<file path="src/rtl/regfile_write_arbiter_pkg.sv">
// ============================================================================
// Module : regfile_write_arbiter_pkg
// Brief  : Shared constants and helpers for the register-file write arbiter.
// Rev    : 1.0 - initial release
// ============================================================================
`default_nettype none

package regfile_write_arbiter_pkg;

    localparam int REG_ADDR_W = 5;
    localparam int REG_DATA_W = 32;
    localparam int NUM_REGS   = 32;

    localparam logic [REG_ADDR_W-1:0] ZERO_REG = '0;

    // Writeback requester slots on the shared port
    localparam int REQ_ALU  = 0;
    localparam int REQ_LOAD = 1;
    localparam int REQ_LINK = 2;

    typedef logic [REG_ADDR_W-1:0] reg_idx_t;

    // Round-robin successor of a granted index
    function automatic int rr_next(input int idx, input int n);
        return (idx + 1 >= n) ? 0 : idx + 1;
    endfunction

endpackage

`default_nettype wire

</file>
<file path="src/rtl/regfile_write_arbiter_rr_arbiter.sv">
// ============================================================================
// Module : rr_arbiter
// Brief  : Combinational round-robin arbiter; the priority pointer is held
//          by the parent.
// Rev    : 1.0 - initial release
// ============================================================================
`default_nettype none

module rr_arbiter #(
    parameter int NUM_REQ = 3,
    parameter int IDX_W   = (NUM_REQ > 1) ? $clog2(NUM_REQ) : 1
) (
    input  logic [NUM_REQ-1:0] i_req,
    input  logic [IDX_W-1:0]   i_ptr,
    output logic [NUM_REQ-1:0] o_grant,
    output logic [IDX_W-1:0]   o_idx
);

    logic             w_found;
    logic [IDX_W-1:0] w_cand;

    // Scan from the pointer upward, wrapping, and take the first requester
    always_comb begin
        o_grant = '0;
        o_idx   = '0;
        w_found = 1'b0;
        w_cand  = '0;
        for (int k = 0; k < NUM_REQ; k++) begin
            w_cand = IDX_W'((int'(i_ptr) + k) % NUM_REQ);
            if (!w_found && i_req[w_cand]) begin
                o_grant[w_cand] = 1'b1;
                o_idx           = w_cand;
                w_found         = 1'b1;
            end
        end
    end

endmodule

`default_nettype wire

</file>
<file path="src/rtl/regfile_write_arbiter.sv">
// ============================================================================
// Module : regfile_write_arbiter
// Brief  : Round-robin share of the register-file write port plus a
//          pending-write scoreboard for decode hazard checks.
// Rev    : 1.0 - initial release
// ============================================================================
`default_nettype none

module regfile_write_arbiter
    import regfile_write_arbiter_pkg::*;
#(
    parameter int NUM_REQ = 3,
    parameter int ADDR_W  = REG_ADDR_W,
    parameter int DATA_W  = REG_DATA_W
) (
    input  logic                  clk,
    input  logic                  rst,
    input  logic [NUM_REQ-1:0]        i_req_valid,
    input  logic [NUM_REQ*ADDR_W-1:0] i_req_reg,
    input  logic [NUM_REQ*DATA_W-1:0] i_req_data,
    output logic [NUM_REQ-1:0]        o_req_ready,
    input  logic                  i_pend_set_valid,
    input  logic [ADDR_W-1:0]     i_pend_set_reg,
    output logic [ADDR_W-1:0]     o_write_reg,
    output logic [DATA_W-1:0]     o_write_data,
    output logic                  o_reg_write,
    output logic [NUM_REGS-1:0]   o_pending_mask
);

    localparam int IDX_W = (NUM_REQ > 1) ? $clog2(NUM_REQ) : 1;

    logic [IDX_W-1:0]    r_ptr;
    logic [ADDR_W-1:0]   r_write_reg;
    logic [DATA_W-1:0]   r_write_data;
    logic                r_reg_write;
    logic [NUM_REGS-1:0] r_mask;

    logic [NUM_REQ-1:0]  w_req;
    logic [NUM_REQ-1:0]  w_grant;
    logic [IDX_W-1:0]    w_idx;
    logic                w_any;
    logic [ADDR_W-1:0]   w_sel_reg;
    logic [DATA_W-1:0]   w_sel_data;
    logic                w_sel_nonzero;
    logic [NUM_REGS-1:0] w_mask_next;

    // No grants are offered while reset is held
    assign w_req = rst ? '0 : i_req_valid;

    rr_arbiter #(
        .NUM_REQ (NUM_REQ),
        .IDX_W   (IDX_W)
    ) u_rr_arbiter (
        .i_req   (w_req),
        .i_ptr   (r_ptr),
        .o_grant (w_grant),
        .o_idx   (w_idx)
    );

    assign o_req_ready = w_grant;
    assign w_any       = |w_grant;

    always_comb begin
        w_sel_reg  = '0;
        w_sel_data = '0;
        for (int i = 0; i < NUM_REQ; i++) begin
            if (w_grant[i]) begin
                w_sel_reg  = i_req_reg[i*ADDR_W +: ADDR_W];
                w_sel_data = i_req_data[i*DATA_W +: DATA_W];
            end
        end
    end

    assign w_sel_nonzero = (w_sel_reg != ADDR_W'(ZERO_REG));

    // Clear is applied before set so a same-edge reissue keeps the bit high
    always_comb begin
        w_mask_next = r_mask;
        if (r_reg_write) begin
            w_mask_next[r_write_reg] = 1'b0;
        end
        if (i_pend_set_valid && (i_pend_set_reg != ADDR_W'(ZERO_REG))) begin
            w_mask_next[i_pend_set_reg] = 1'b1;
        end
        w_mask_next[0] = 1'b0;
    end

    always_ff @(posedge clk) begin
        if (rst) begin
            r_ptr        <= '0;
            r_write_reg  <= '0;
            r_write_data <= '0;
            r_reg_write  <= 1'b0;
            r_mask       <= '0;
        end else begin
            r_mask      <= w_mask_next;
            r_reg_write <= w_any && w_sel_nonzero;
            if (w_any) begin
                r_ptr <= IDX_W'(rr_next(int'(w_idx), NUM_REQ));
            end
            // A consumed register-0 request leaves the port outputs untouched
            if (w_any && w_sel_nonzero) begin
                r_write_reg  <= w_sel_reg;
                r_write_data <= w_sel_data;
            end
        end
    end

    assign o_write_reg    = r_write_reg;
    assign o_write_data   = r_write_data;
    assign o_reg_write    = r_reg_write;
    assign o_pending_mask = r_mask;

endmodule

`default_nettype wire

</file>
<file path="config.mk">
export PLATFORM = sky130hd
export DESIGN_NAME = regfile_write_arbiter
export DESIGN_NICKNAME = d
export VERILOG_FILES = /design/src/rtl/regfile_write_arbiter_pkg.sv /design/src/rtl/regfile_write_arbiter_rr_arbiter.sv /design/src/rtl/regfile_write_arbiter.sv
export SDC_FILE = /design/constraint.sdc
export NUM_CORES = 1
export LEC_CHECK = 0
export ABC_AREA = 1
export CAP_MARGIN = 0
export CORE_ASPECT_RATIO = 1.4
export CORE_MARGIN = 2
export CORE_UTILIZATION = 26
export CTS_BUF_LIST = sky130_fd_sc_hd__clkbuf_16
export CTS_CLUSTER_DIAMETER = 120
export DETAILED_ROUTE_END_ITERATION = 10
export SYNTH_ARGS = -nofsm -noshare
export SYNTH_HDL_FRONTEND = slang
export SYNTH_SLANG_ARGS = --single-unit
</file>
<file path="constraint.sdc">
create_clock -name clk -period 3.4 [get_ports clk]
set_input_delay 0.68 -clock clk [delete_from_list [all_inputs] [get_ports clk]]
set_output_delay 0.68 -clock clk [all_outputs]
set_load 0.02 [all_outputs]
</file>
==> out/metrics.cfg <==
[status]
status=complete, no violations

[sta]
slew_headroom_pct=35.0
slew_violations=0
fmax_ghz=0.336
fin_crit_sh_pct=87.6
hold_viol=0
tightest_slew_ns=0.967
tns_ns=0
timing.final.crit_period_ns=2.98
setup_violations=0
grt_setup_unrepaired=false
finalClockSkew_ns=0.00324

[flow_run]
cap_violations=0

[cells_and_area]
final_area_um2=6200
fillers=1459
final_util_pct=43.1
drive_gt1_share_pct=7.46
finalNonFillerCells=940
fin_nets=873
n_antenna_cell=0
regArea_um2=1420
areaGrowthSynthToFinish_pct=63.6
largest_register_ffs=32
multi_input_area_um2=2090

[floorplanning]
start_util_pct=26.4
rows=52
io_pins=195
die_x_um=106
dieArea_um2=15600
coreArea_um2=14400
dieHeight_um=147

[critical_path]
criticalPathCategory=flop to output pin
critPathSlowestCell=dfxtp_1
crit_fanout=9
slowest_delay_ns=0.38
crit_path_end_kind=output pin
cp-start-kind=flop
required_ns=2.72
path_cells=inv_1 -> ha_1 -> inv_1 -> nand4_1 -> nand2_4 -> nand3_1 -> nand2_1 -> inv_1 -> nand2_2 -> dlymetal6s2s_1
arrival_ns=2.30
crit_top_cell=inv_1

[detailed_routing]
drt_iter0_markers=185
ant_nets=0
routedWlPerCell_um=15.3
avgViaCountPerCell=4.82
routed_wl_mm=14.4
first_pass_iters=4
drt_drc_violations_left=0
vias=4528

[clocking]
clockRootBuffer=clkbuf_16
cts_sinks=71
postCtsHoldBufs=0
cts_setup_buffers=0
clk_latency_ns=0.33
cts_tree=yes
clk_pin_slew_ns=0.06
cts.repair.resized=0
clk_path_buf_depth=2
h-tree-depth=3
numCtsBuffers=9

[synthesis]
seq_area_frac_synth_pct=37.5
synthCells=562
synth.avg_cell_area_um2=6.74
yosys.cell_types.count=23
syn_area_um2=3790
netlist.area_leader.share_pct=37.5
yosysWarnings=0
synth_area_leaders=dfxtp_1, a21oi_1, nand2_1, nand3_1, o21ai_0
synth_top_area_cell=dfxtp_1
postSynthNetCount=688
ys_seq_elements=71

[power_and_ir_drop]
powerDensity_nw_per_um2=906
vdd_drop_max_uv=531
total_power_mw=5.62
p_leak_nw=2.34

[global_route]
grt_pass1_vias=4353
overflow=0
grtUsageTotal_pct=18.3
grt_pass1_wl_mm=22.5
antenna_found_initial=0
grt_max_degree=57

[placed_design]
dpl.cell_count=925
io_buffers=193
placed_cell_area_um2=5910
gp_congestion=0.958
hpwl_mm=10.9

[hold_path]
hp-class=flop to flop

-- cells in the mapped netlist --
library cell    n
nand2_1       117
a21oi_1       107
nand3_1        72
dfxtp_1        71
o21ai_0        36
nor2_1         32
inv_1          21
o21ai_1        18
clkbuf_1       15
o21ai_2        14
nor3_1         13
buf_1           8
buf_6           6
nand2_2         6
buf_2           5
ha_1            4
inv_2           4
nand4_1         4
or2_1           4
nor2_4          2
buf_4           1
conb_1          1
nand2_4         1
-- area by class of cell --
class / count / share of cell area (%)
Clock buffer: 9 / 3.63
Clock inverter: 6 / 0.868
Inverter: 25 / 1.51
Multi-Input combinational cell: 431 / 33.7
Sequential cell: 71 / 22.9
Tap cell: 189 / 3.82
Timing Repair Buffer: 209 / 33.5
-- routing by layer --
metal	part of all wire [%]	global-route usage [%]	up-vias
met2	53	34.0	139
met4	1.8	5.92	0
met5	0	0	-
met1	39	19.9	2087
met3	6.4	4.75	18
li1	-	-	2284
-- final timing paths --
kind | end | cells past startpoint | slack, ns | startpoint
max | o_req_ready[1] | 10 | 0.42 | r_ptr[0]$_SDFFE_PP0P_
max reg2reg | o_write_data[20]$_SDFFE_PP0P_ | 17 | 0.44 | r_ptr[0]$_SDFFE_PP0P_
min | o_write_data[7]$_SDFFE_PP0P_ | 2 | 0.47 | o_write_data[7]$_SDFFE_PP0P_
min reg2reg | o_write_data[7]$_SDFFE_PP0P_ | 2 | 0.47 | o_write_data[7]$_SDFFE_PP0P_
-- metrics by stage --
step | hold slack, ns | worst slack [ns]
after floorplan | 0.477 | 0.712
after global placement | 0.458 | 0.164
after detailed placement | 0.463 | 0.118
after CTS | 0.473 | 0.00991
after global routing | 0.496 | 0.0918
final | 0.471 | 0.420
-- power by group --
part | total, mW | internal, mW | switching, mW | leakage [nW]
combinational | 3.53 | 1.37 | 2.16 | 1.62
clock | 0.888 | 0.554 | 0.334 | 0.138
sequential | 1.20 | 1.07 | 0.126 | 0.583
-- layout by cell type (no fill, tap or decap) --
| cell | netlist | final |
|---|---|---|
| nand2_2 | 6 | 6 |
| clkinv_2 | 0 | 1 |
| buf_2 | 5 | 1 |
| clkinvlp_4 | 0 | 1 |
| nor2_4 | 2 | 2 |
| o21ai_0 | 36 | 36 |
| nand2_1 | 117 | 117 |
| conb_1 | 1 | 1 |
| dlymetal6s2s_1 | 0 | 3 |
| ha_1 | 4 | 4 |
| nand2_4 | 1 | 1 |
| clkbuf_16 | 0 | 9 |
| nand3_1 | 72 | 72 |
| dfxtp_1 | 71 | 71 |
| nor3_1 | 13 | 13 |
| nor2_1 | 32 | 32 |
| buf_4 | 1 | 14 |
| bufinv_16 | 0 | 1 |
| a21oi_1 | 107 | 107 |
| buf_12 | 0 | 2 |
| clkinv_1 | 0 | 2 |
| inv_2 | 4 | 4 |
| inv_1 | 21 | 22 |
| or2_1 | 4 | 4 |
| nand4_1 | 4 | 4 |
| o21ai_2 | 14 | 14 |
| o21ai_1 | 18 | 18 |
| clkdlybuf4s50_1 | 0 | 189 |
-- cell families (layout without fill, tap and decap cells) --
| group | after synthesis | after routing | share of synthesized area (%) |
|---|---|---|---|
| other | 1 | 1 | 0.0989 |
| AO/OA/AOI/OAI | 175 | 175 | 24.5 |
| AND/OR/NAND/NOR | 251 | 251 | 29.2 |
| adder cells (fa/ha/maj) | 4 | 4 | 1.32 |
| flip-flops | 71 | 71 | 37.5 |
| buffers and inverters | 60 | 249 | 7.39 |
-- worst max-delay path, delay by kind of cell, from the launching register on --
family,cells,cell delay [ns]
buffers and inverters,4,0.53
flip-flops,1,0.38
AND/OR/NAND/NOR,5,0.68
adder cells (fa/ha/maj),1,0.38
Note: power is estimated with default switching activity, not from simulation.
